===== src/rtl/ifu_fetch.sv =====
// Instruction-fetch front end: keeps the PC, issues one single-beat AXI read at a time
// to the icache and hands each fetched word plus its PC to decode over valid/ready.
module ifu_fetch #(
    parameter int                   CPU_WIDTH = 32,
    parameter logic [CPU_WIDTH-1:0] RESET_PC  = 32'h8000_0000
) (
    input  logic                 clock,
    input  logic                 reset,
    output logic                 ifu_axi_arvalid,
    input  logic                 ifu_axi_arready,
    output logic [CPU_WIDTH-1:0] ifu_axi_araddr,
    output logic [3:0]           ifu_axi_arid,
    output logic [7:0]           ifu_axi_arlen,
    output logic [2:0]           ifu_axi_arsize,
    output logic [1:0]           ifu_axi_arburst,
    input  logic                 ifu_axi_rvalid,
    output logic                 ifu_axi_rready,
    input  logic [CPU_WIDTH-1:0] ifu_axi_rdata,
    input  logic [1:0]           ifu_axi_rresp,
    input  logic                 ifu_axi_rlast,
    input  logic                 redirect_valid,
    input  logic [CPU_WIDTH-1:0] redirect_pc,
    output logic                 out_valid,
    input  logic                 out_ready,
    output logic [CPU_WIDTH-1:0] out_inst,
    output logic [CPU_WIDTH-1:0] out_pc,
    output logic                 out_err
);

    typedef enum logic [1:0] {
        S_AR  = 2'd0,
        S_R   = 2'd1,
        S_OUT = 2'd2
    } state_t;

    localparam logic [CPU_WIDTH-1:0] PC_STEP  = {{(CPU_WIDTH-3){1'b0}}, 3'b100};
    localparam logic [CPU_WIDTH-1:0] RESET_AL = {RESET_PC[CPU_WIDTH-1:2], 2'b00};

    state_t               state_r, state_s;
    logic [CPU_WIDTH-1:0] pc_r, pc_s;
    logic                 drop_r, drop_s;
    logic                 capture_s;
    logic [CPU_WIDTH-1:0] redir_pc_s;
    logic                 ar_hs_s, r_hs_s, out_hs_s;
    logic                 arvalid_r, rready_r, out_valid_r, out_err_r;
    logic [CPU_WIDTH-1:0] araddr_r, out_inst_r, out_pc_r;
    logic                 unused_s;

    // rlast is implied by arlen=0 and the redirect low bits are discarded by alignment
    assign unused_s = ^{ifu_axi_rlast, redirect_pc[1:0]};

    assign redir_pc_s = {redirect_pc[CPU_WIDTH-1:2], 2'b00};
    assign ar_hs_s    = arvalid_r & ifu_axi_arready;
    assign r_hs_s     = rready_r & ifu_axi_rvalid;
    assign out_hs_s   = out_valid_r & out_ready;

    assign ifu_axi_arvalid = arvalid_r;
    assign ifu_axi_araddr  = araddr_r;
    assign ifu_axi_arid    = 4'h0;
    assign ifu_axi_arlen   = 8'h00;
    assign ifu_axi_arsize  = 3'b010;
    assign ifu_axi_arburst = 2'b01;
    assign ifu_axi_rready  = rready_r;
    assign out_valid       = out_valid_r;
    assign out_inst        = out_inst_r;
    assign out_pc          = out_pc_r;
    assign out_err         = out_err_r;

    // Next-state, next-PC and drop-flag logic; redirect outranks every other event
    always_comb begin
        state_s   = state_r;
        pc_s      = pc_r;
        drop_s    = drop_r;
        capture_s = 1'b0;
        case (state_r)
            S_AR: begin
                if (redirect_valid) begin
                    pc_s   = redir_pc_s;
                    drop_s = 1'b1;
                end else begin
                    pc_s = pc_r;
                end
                if (ar_hs_s) begin
                    state_s = S_R;
                end else begin
                    state_s = S_AR;
                end
            end
            S_R: begin
                if (redirect_valid) begin
                    pc_s = redir_pc_s;
                    if (r_hs_s) begin
                        drop_s  = 1'b0;
                        state_s = S_AR;
                    end else begin
                        drop_s = 1'b1;
                    end
                end else if (r_hs_s) begin
                    if (drop_r) begin
                        drop_s  = 1'b0;
                        state_s = S_AR;
                    end else begin
                        capture_s = 1'b1;
                        state_s   = S_OUT;
                    end
                end else begin
                    state_s = S_R;
                end
            end
            S_OUT: begin
                if (redirect_valid) begin
                    pc_s    = redir_pc_s;
                    state_s = S_AR;
                end else if (out_hs_s) begin
                    pc_s    = pc_r + PC_STEP;
                    state_s = S_AR;
                end else begin
                    state_s = S_OUT;
                end
            end
            default: begin
                state_s = S_AR;
            end
        endcase
    end

    // State, PC and registered interface outputs; araddr only reloads on entry to S_AR
    always_ff @(posedge clock or posedge reset) begin
        if (reset) begin
            state_r     <= S_AR;
            pc_r        <= RESET_AL;
            drop_r      <= 1'b0;
            arvalid_r   <= 1'b0;
            rready_r    <= 1'b0;
            out_valid_r <= 1'b0;
            araddr_r    <= RESET_AL;
            out_inst_r  <= {CPU_WIDTH{1'b0}};
            out_pc_r    <= {CPU_WIDTH{1'b0}};
            out_err_r   <= 1'b0;
        end else begin
            state_r     <= state_s;
            pc_r        <= pc_s;
            drop_r      <= drop_s;
            arvalid_r   <= (state_s == S_AR);
            rready_r    <= (state_s == S_R);
            out_valid_r <= (state_s == S_OUT);
            if ((state_s == S_AR) && (state_r != S_AR)) begin
                araddr_r <= pc_s;
            end else begin
                araddr_r <= araddr_r;
            end
            if (capture_s) begin
                out_inst_r <= ifu_axi_rdata;
                out_pc_r   <= pc_r;
                out_err_r  <= (ifu_axi_rresp != 2'b00);
            end else begin
                out_inst_r <= out_inst_r;
                out_pc_r   <= out_pc_r;
                out_err_r  <= out_err_r;
            end
        end
    end

endmodule


===== config.mk =====
export PLATFORM = sky130hd
export DESIGN_NAME = ifu_fetch
export DESIGN_NICKNAME = d
export VERILOG_FILES = /design/src/rtl/ifu_fetch.sv
export SDC_FILE = /design/constraint.sdc
export NUM_CORES = 1
export LEC_CHECK = 0
export CAP_MARGIN = 20
export CORE_MARGIN = 3
export CORE_UTILIZATION = 43
export DETAILED_ROUTE_END_ITERATION = 8
export GPL_TIMING_DRIVEN = 0
export PLACE_DENSITY = 0.8
export SLEW_MARGIN = 10
export SYNTH_ARGS = -nofsm -noshare
export SYNTH_HDL_FRONTEND = slang
export SYNTH_SLANG_ARGS = --single-unit

===== constraint.sdc =====
create_clock -name clock -period 6.4 [get_ports clock]
set_clock_uncertainty 0.15 [all_clocks]
set_input_delay 0.64 -clock clock [delete_from_list [all_inputs] [get_ports clock]]
set_output_delay 0.64 -clock clock [all_outputs]
set_load 0.02 [all_outputs]

# == Word-level counts from Yosys, hierarchy flattened ==
# Index checks and enable logic that the tools add are counted.
# op_classes
add_sub_neg,1
bitwise,3
n_reduce_logical,8
n_eq_ne,6
mux,21
# ops
cell,n
$mux 32,3
$pmux 32 s2,1
$add 32x3->32 const B,1
$mux 2,6
$mux 1,9
$pmux 2 s3,1
$reduce_bool 2->1,3
$eq 2x1->1 const B,2
$eq 2x2->1 const B,2
$logic_not 2->1,2
$and 1x1->1,3
$ne 3x3->1 const B,1
$reduce_and 3->1,1
$ne 2x2->1 const B,1
$pmux 1 s2,1
$reduce_or 2->1,1
$logic_and 1x1->1,1
# totals
regBits,135
input_bits,73
word_cells,49

# == Logic depth before layout (Yosys ltp) ==
# Gate-level depths: netlist of the first run.
# logic_depth
ltp_word,6
mapped_depth,8
mapped_depth_nobuf,6

# == Worst setup path before layout of the first run ==
# OpenSTA, ideal clock, no wires.
# synth_path
kind,input to register
from,input redirect_valid
to,"register araddr_r[27], in the netlist ifu_axi_araddr[27]"
t_arrival_ps,2134
setup_ps,128
cell_stages,7
required_ps,6122
setup_slack_ps,3988
path_cell_list,buf_2 -> or3b_2 -> buf_2 -> o32ai_2 -> nor3_1 -> buf_2 -> mux2_1
# synth_via
elab_chain_len,4
word_cells_on_any_way,8
classes_between,6 x mux; 2 x reduce/logical
# synth_rtl
element,line,text
from (decl),21,"input logic redirect_valid,"
$mux 2 (on tied branches),"111, 90",
$pmux 2 s3 (*),75,case (state_r)
net state_s[1],39,"state_t state_r, state_s;"
$logic_not 2->1 (*),147,if ((state_s == S_AR) && (state_r != S_AR)) begin
$logic_and 1x1->1 (*),147,
to (signal assigned),148,araddr_r <= pc_s;
to (signal assigned),150,araddr_r <= araddr_r;
to (decl),46,"logic [CPU_WIDTH-1:0] araddr_r, out_inst_r, out_pc_r;"
# Mark *: on every way through the listed nets, which the timed path passes. The rest lies on a longest branch.
# A chain may end at the register's enable or synchronous reset.

# == Worst setup path after layout of the first run ==
# layout_path
from,input redirect_valid
to,"register araddr_r[18], in the netlist ifu_axi_araddr[18]"
# layout_via
word_cells_on_any_way,8
classes_between,6 x mux; 2 x reduce/logical
# layout_rtl
element,line,text
$mux 32 (on tied branches),"111, 77, 90",
$pmux 32 s2 (*),75,
net pc_s[18],40,"logic [CPU_WIDTH-1:0] pc_r, pc_s;"
# Marked as above.

==> results of run 1 <==
==> metal layers <==
metal,vias to the layer above,GRT usage (%)
met5,-,0
met2,239,39.9
met3,29,6.68
li1,2477,-
met1,2641,31.2
met4,0,7.93
==> kinds of logic (layout without fill, tap and decap cells) <==
kind of cell | after synthesis | after routing | share of synthesized area (%)
XOR/XNOR | 2 | 2 | 0.272
buffers and inverters | 62 | 263 | 4.75
AND/OR/NAND/NOR | 165 | 165 | 14.2
adder cells (fa/ha/maj) | 1 | 1 | 0.194
other | 2 | 17 | 0.116
AO/OA/AOI/OAI | 104 | 104 | 12.0
multiplexers | 92 | 92 | 16.0
flip-flops | 135 | 135 | 52.4
==> final timing paths <==
check | depth (start not counted) | slack, ps | start | endpoint
hold / removal | 2 | 330 | out_err | out_err
max in group asynchronous | 3 | 4830 | reset | ifu_axi_araddr[16]
hold reg to reg | 2 | 330 | out_err | out_err
setup reg to reg | 6 | 3440 | state_r[0] | ifu_axi_araddr[4]
min in group asynchronous | 2 | 490 | reset | out_err
setup / recovery | 7 | 3430 | redirect_valid | ifu_axi_araddr[18]
==> flip-flops by register name, indices dropped and copies added, names as in the netlist <==
name and flops:
drop_r 1, ifu_axi_araddr 32, ifu_axi_arvalid 1, ifu_axi_rready 1, out_err 1, out_inst 32, out_pc 32, out_valid 1
pc_r 32, state_r 2
==> placed cells by master, fill, tap and decap left out, types with 5 or more instances in the layout <==
cell and count:
nand3_1 15, clkdlybuf4s50_1 168, mux2_2 89, a311oi_1 6, nor4_1 7, dfrtp_1 133, clkbuf_16 17, o21ai_0 17
inv_1 14, buf_4 17, a21oi_1 15, a211oi_1 7, buf_1 7, nor3_1 15, o22ai_1 6, nand4_1 8
clkbuf_1 14, o221ai_1 5, a221oi_1 6, nor2_1 38, nand2_1 31, and4_1 5, and2_1 5, conb_1 17
and3_1 15, buf_2 8, a41o_1 5
==> worst max-delay path, cell delays in order <==
cell and delay (ps):
buf_2 190, clkbuf_1 470, buf_2 400, clkbuf_1 580
a211oi_1 110, nor3_1 500, mux2_2 280
==> cell type report <==
type | instances | share of cell area [%]
tap | 184 | 2.53
inverter | 16 | 0.716
multi-input combinational | 381 | 31.0
clock buffer | 18 | 4.83
buffer | 46 | 2.71
clock inverter | 14 | 2.16
timing repair buffer | 169 | 18.8
sequential | 135 | 37.2
==> cells in the mapped netlist (all sizes together), types with 2 or more instances <==
library cell    n  share of area (%)
or4             2               0.29
mux2i           2               0.31
o32a            3               0.47
o21ai          19                1.5
o41ai           3               0.64
nor2b           2               0.19
o211ai          4               0.47
a221oi          6               0.81
inv            15               0.87
dfstp           2               0.81
a22oi           4               0.47
nand2          31                1.8
o22ai           6               0.58
dfrtp         133                 52
clkbuf         14               0.81
a311oi          6               0.81
or3b            3               0.41
nand3          15                1.2
conb            2               0.12
and4            5               0.68
xor2            2               0.27
o221ai          5               0.68
nor3           16                1.3
buf            32                3.0
a41oi           2               0.27
nand4b          2               0.37
a21oi          15                1.2
nand4          10                1.2
mux2           90                 16
o32ai           5               0.80
a211oi          7               0.81
nor2           38                2.2
a41o            5               0.78
nand2b          4               0.39
or3             3               0.29
a31oi           4               0.39
nor4           12                1.8
o2bb2ai         2               0.27
and2            5               0.49
and3           15                1.5
==> power by group <==
part	internal, mW	total (mW)	switching, mW
logic	0.735	1.47	0.731
clock network	0.665	1.05	0.381
registers	1.13	1.30	0.179
==> through the flow <==
stage | worst slack (ps) | cells
final | 3430 | 963
after global routing | 3330 | 963
after CTS | 3420 | 963
after detailed placement | 2980 | 931
after global placement | 470 | 930
after floorplan | 2000 | 578
==> impl_metrics.tcl, run 1 <==
set metrics [dict create \
    final_core_util_pct 62.3 \
    numCtsBuffers 17 \
    drv_slew 0 \
    hold_slack_ps 335 \
    grt_max_degree 86 \
    vias 5386 \
    yosysWarnings 0 \
    cts_max_level 4 \
    seqCellArea_um2 3380 \
    rsz0062_at_grt "false" \
    cts_hold_buf 0 \
    syn2layout_area_growth_pct 40.9 \
    port_buffers 168 \
    p_total_mw 3.82 \
    wl_met2_um 9480 \
    wirelength_um 19700 \
    pin_count 190 \
    grt_antenna_before_repair 0 \
    slew_headroom_pct 46.0 \
    grt_use_total_pct 24.2 \
    required_ps 6610 \
    drtIter0Drc 418 \
    synth_ff_type "dfrtp_1" \
    cts_tree "done" \
    power.density_nw_per_um2 420 \
    ant_nets 0 \
    outcome "finished, final reports clean" \
    wl_per_cell_um 20.5 \
    die-area_um2 16500 \
    start_util_pct 44.2 \
    via_per_inst 5.59 \
    fin_setup_tns_ps 0 \
    overflow 0 \
    top_layer "met4" \
    drive_above_1_share_pct 21.4 \
    clk_pin_slew_ps 60 \
    ctsResizeCount 0 \
    grt_pass1_vias 5550 \
    gp_congestion 0.924 \
    met3RoutedLength_um 1520 \
    critPathMaxFanout 10 \
    worstMarginPinSlew_ps 810 \
    fp-row-count 44 \
    grt_pass1_wl_um 30700 \
    syn_area_per_cell_um2 11.5 \
    dpl-instance-area_um2 8450 \
    period_share_pct 46.4 \
    die_y_um 128 \
    worstSkewPairLatency_ps 420 \
    ys_seq_area_share_pct 52.4 \
    maxCapViolCount 0 \
    cp.arrival_ps 3180 \
    route.detailed.drc 0 \
    worstHoldPathType "flip-flop to flip-flop" \
    die_w_um 128 \
    place_hpwl_um 14700 \
    synthCells 563 \
    syn_area_um2 6450 \
    antenna_cells 0 \
    finalHoldViolations 0 \
    root_buffer "clkbuf_16" \
    synth_seq_cells 135 \
    ys_types 64 \
    stdcell_area_um2 9080 \
    async_flop_share_pct 100 \
    finalSetupViolCount 0 \
    m1WireLength_um 8370 \
    post_cts_buffers 0 \
    critPathCaptureType "flip-flop" \
    core_region_area_um2 14600 \
    start_kind "input port" \
    cts.sinks 135 \
    synth_edf_count 0 \
    multi_input_area_um2 2820 \
    finalCriticalPeriod_ps 2970 \
    nFillCells 1144 \
    layout.nets 840 \
    leakage_nw 3.95 \
    first_pass_iters 5 \
    cts_buffer_depth 2 \
    max_freq_mhz 337 \
    irDropWorstVdd_mv 0.223 \
    criticalPathCategory "input port to flip-flop" \
]
No activity file was read; power rests on OpenSTA's default activity.
==> run 2, diff against run 1 <==
- PLACE_DENSITY: 0.8 -> 0.83
- clock period: 6.4 -> 2.6 ns (I/O delays scaled with it)
==> run 2 against run 1 <==
Sequential share of layout area is 0.54 points lower. Via count up 2.4%. Wire length is 3.8% lower. Register-to-register slack lost 3400 ps. Final cell count grew 0.21%. Critical path type is now flip-flop to flip-flop. Critical endpoint is now ifu_axi_araddr[28]. Highest routed layer unchanged.
==> impl_metrics.tcl, run 2 (synthesis results as in run 1) <==
set metrics [dict create \
    core_region_area_um2 14600 \
    cts.sinks 135 \
    period_share_pct 96.9 \
    grt_pass1_vias 5326 \
    grt_max_degree 33 \
    max_freq_mhz 397 \
    power.density_nw_per_um2 1030 \
    layout_commonest_cell "clkdlybuf4s50_1" \
    vias 5514 \
    critPathCaptureType "flip-flop" \
    cpPeakStageDelay_ps 620 \
    ant_nets 0 \
    worstHoldPathType "input port to flip-flop" \
    drive_above_1_share_pct 22.8 \
    rsz0062_at_grt "true" \
    via_per_inst 5.71 \
    post_cts_buffers 0 \
    layout_common_cells "clkdlybuf4s50_1, dfrtp_1, mux2_2" \
    place_inst 934 \
    gp_congestion 0.977 \
    leakage_nw 4.03 \
    fin_ws_ps 81.6 \
    syn2layout_area_growth_pct 42.9 \
    grt_use_total_pct 22.9 \
    worstPathCellList "ha_1 -> nand3_2 -> nor4_2 -> nand4_1 -> a221oi_1 -> mux2_2" \
    place_hpwl_um 14000 \
    die_w_um 128 \
    p_total_mw 9.53 \
    fp-row-count 44 \
    die_y_um 128 \
    cts_tree "done" \
    start_kind "flip-flop" \
    worstMarginPinSlew_ps 736 \
    drv_slew 0 \
    root_buffer "clkbuf_16" \
    drtIter0Drc 508 \
    antenna_cells 0 \
    place_ws_ps -339 \
    criticalPathCategory "flip-flop to flip-flop" \
    finalHoldViolations 0 \
    clk_pin_slew_ps 60 \
    layout.nets 842 \
    wirelength_um 19000 \
    cts_buffer_depth 2 \
    maxCapViolCount 0 \
    multi_input_area_um2 2860 \
    irDropWorstVdd_mv 0.497 \
    port_buffers 168 \
    start_util_pct 44.2 \
    fin_setup_tns_ps 0 \
    grt_pass1_wl_um 29100 \
    cts_max_level 4 \
    seqCellArea_um2 3380 \
    nFillCells 1215 \
    pin_count 190 \
    die-area_um2 16500 \
    required_ps 2800 \
    overflow 0 \
    wl_per_cell_um 19.7 \
    outcome "finished, final reports clean" \
    worstSkewPairLatency_ps 420 \
    fin_cells 965 \
    finalSetupViolCount 0 \
    finalCriticalPeriod_ps 2520 \
    cp.arrival_ps 2720 \
    numCtsBuffers 17 \
    critPathMaxFanout 8 \
    first_pass_iters 5 \
    cpMaxStageDelayCell "nor4_2" \
    cp_num_buf_inv 0 \
    route.detailed.drc 0 \
    grt_antenna_before_repair 0 \
    critPathTopFamily "simple AND/OR/NAND/NOR gates" \
    slew_headroom_pct 50.5 \
]
## run 2: layout make-up
type	count	share of cell area, %
flip-flops and latches	135	36.7
multi-input cells	381	31.0
repair buffers	173	19.2
clock buffers	20	4.85
plain buffers	44	2.63
well taps	184	2.50
clock inverters	12	2.42
inverters	16	0.692
## run 2: routing by layer
metal	track usage, %	wire length (µm)	vias to the layer above
met5	0	0	-
met4	10.4	653	0
met3	6.43	1710	40
met2	35.6	8730	326
met1	30.0	7890	2654
li1	-	-	2494
## run 2: worst paths after layout
| check | startpoint | end | slack (ps) | cells after the start |
|---|---|---|---|---|
| max | pc_r[3] | ifu_axi_araddr[28] | 80 | 6 |
| min | redirect_valid | state_r[1] | 110 | 2 |
| max reg2reg | pc_r[3] | ifu_axi_araddr[28] | 80 | 6 |
| min reg2reg | ifu_axi_araddr[0] | ifu_axi_araddr[0] | 330 | 2 |
| max in group asynchronous | reset | ifu_axi_araddr[9] | 800 | 6 |
| min in group asynchronous | reset | out_inst[4] | 580 | 3 |
## run 2: where the power goes
group          switching, mW  total (mW)  internal [mW]
Combinational           1.79        3.62           1.82
Sequential             0.436        3.21           2.77
Clock                  0.885        2.71           1.82
Total                   3.12        9.53           6.42
## run 2: what timing repair did
item / 4_1_cts / 5_1_grt
hold buffers: 1 / 0
setup endpoints to repair: 31 / 30
pin swaps: 0 / 1
gates resized for setup: 3 / 10
hold endpoints to repair: 4 / 0
## run 2: metrics by stage
stage / instance area, µm² / util (%) / hold WS (ps)
after floorplan: 6510 / - / 247
after detailed placement: 8500 / 58.3 / 315
after global placement: 8420 / 57.7 / 309
after CTS: 9180 / 62.9 / 75.6
final: 9220 / 63.2 / 114
after global routing: 9220 / 63.2 / 118
==> run 3, diff against run 2 <==
- GPL_ROUTABILITY_DRIVEN: default -> 0
==> run 3 against run 2 <==
Core utilization fell by 0.41 points. Hold slack got worse by 15 ps. Via count rose by 1.7%. Fmax rose by 0.56%. Sequential share of layout area rose by 0.24 points. Clock power fell by 3%. Critical path type unchanged. Critical path depth fell by 1.
==> impl_metrics.tcl, run 3 (synthesis results as in run 1) <==
set metrics [dict create \
    outcome "finished, final reports clean" \
    stdcell_area_um2 9160 \
    vias 5605 \
    worstPathCellList "nand4_2 -> or4_4 -> nor3_2 -> a211oi_1 -> o41ai_1" \
    worstHoldPathType "input port to flip-flop" \
    cts_buffer_depth 2 \
    maxCapViolCount 0 \
    hp-start "redirect_valid" \
    irDropWorstVdd_mv 0.626 \
    cts_tree "done" \
    cts.sinks 135 \
    worstSkewPairLatency_ps 420 \
    cts_hold_buf 0 \
    port_buffers 168 \
    first_pass_iters 6 \
    finalSetupViolCount 0 \
    die_w_um 128 \
    grt_pass1_vias 5520 \
    root_buffer "clkbuf_16" \
    numCtsBuffers 17 \
    route.detailed.drc 0 \
    power.density_nw_per_um2 1030 \
    finalHoldViolations 0 \
    via_per_inst 5.82 \
    critPathCaptureType "flip-flop" \
    layout_common_cells "clkdlybuf4s50_1, dfrtp_1, mux2_2" \
    slew_headroom_pct 44.4 \
    fp-row-count 44 \
    max_freq_mhz 399 \
    holdPathStages 2 \
    worstMarginPinSlew_ps 827 \
    core_region_area_um2 14600 \
    overflow 0 \
    dpl-instance-area_um2 8480 \
    nFillCells 1146 \
    clk_pin_slew_ps 60 \
    wl_per_cell_um 19.5 \
    grt_pass1_wl_um 29200 \
    reg2regPathDepth 5 \
    place_hpwl_um 13600 \
    post_cts_buffers 0 \
    critPathMaxFanout 8 \
    antenna_cells 0 \
    cpMaxStageDelayCell "or4_4" \
    rsz0062_at_grt "true" \
    cpPeakStageDelay_ps 640 \
    die-area_um2 16500 \
    ant_nets 0 \
    criticalPathCategory "flip-flop to flip-flop" \
    cp.arrival_ps 2650 \
    pin_count 190 \
    start_kind "flip-flop" \
    die_y_um 128 \
    hold-path-endpoint "state_r[1]" \
    start_util_pct 44.2 \
    required_ps 2750 \
    wirelength_um 18700 \
    hold_slack_ps 98.3 \
    grt_use_total_pct 22.9 \
    r2r_slack_ps 100 \
    cts_max_level 4 \
    period_share_pct 96.3 \
    layout_commonest_cell "clkdlybuf4s50_1" \
    critPathTopFamily "simple AND/OR/NAND/NOR gates" \
    leakage_nw 4.00 \
    syn2layout_area_growth_pct 42.0 \
    r2r-end "ifu_axi_araddr[23]" \
    r2r-start "pc_r[4]" \
    grt_max_degree 41 \
    cp_num_buf_inv 0 \
    layout.nets 840 \
    drive_above_1_share_pct 22.6 \
    finalCriticalPeriod_ps 2500 \
    grt_antenna_before_repair 1 \
    drv_slew 0 \
    drtIter0Drc 651 \
]
run 3: metrics by stage:
step / TNS, ps / setup slack (ps) / util [%] / instances / total power [mW]
2_1_floorplan: 0 / 352 / - / 578 / 5.13
3_3_place_gp: -92220 / -685 / 57.7 / 930 / 6.75
3_5_place_dp: -2970 / -324 / 58.1 / 933 / 6.84
4_1_cts: 0 / 21.9 / 62.6 / 964 / 9.50
5_1_grt: -43.5 / -19.6 / 62.8 / 963 / 9.90
6_report: 0 / 95.7 / 62.8 / 963 / 9.44
run 3: area by class of cell:
cell class              count  area (µm²)  area share, %
flip-flops and latches    135        3380           36.9
multi-input cells         381        2850           31.1
repair buffers            171        1740           19.0
clock buffers              22         484           5.29
plain buffers              44         245           2.68
well taps                 184         230           2.51
clock inverters            10         166           1.82
inverters                  16        63.8          0.697
run 3: routing by layer:
| layer | routed length [µm] | track usage, % | up-vias |
|---|---|---|---|
| met3 | 1730 | 6.27 | 60 |
| met5 | 0 | 0 | - |
| met4 | 806 | 12.0 | 0 |
| met2 | 8710 | 35.8 | 369 |
| met1 | 7490 | 29.2 | 2680 |
| li1 | - | - | 2496 |
run 3: worst max-delay path by stage:
stage                          to            from  slack, ps  cells past startpoint
4_1_cts        ifu_axi_araddr[20]         pc_r[2]         20                      6
6_report       ifu_axi_araddr[23]         pc_r[4]        100                      5
5_1_grt        ifu_axi_araddr[16]         pc_r[3]        -20                      6
2_1_floorplan  ifu_axi_araddr[19]       out_valid        350                      5
3_5_place_dp          out_inst[4]  ifu_axi_rvalid       -320                      7
3_3_place_gp           out_pc[14]           reset       -690                      2
run 3: power by group:
| group | total (mW) | leakage [nW] | switching (mW) | internal, mW |
|---|---|---|---|---|
| logic | 3.61 | 1.99 | 1.79 | 1.82 |
| registers | 3.21 | 1.71 | 0.442 | 2.77 |
| clock network | 2.62 | 0.313 | 0.907 | 1.71 |
| total | 9.44 | 4.00 | 3.14 | 6.30 |
run 3: repair_timing:
item                                   CTS  global route
gates resized for setup                  3             9
endpoints found under the hold margin    0             0
setup endpoints to repair               15            29
pin swaps                                0             1
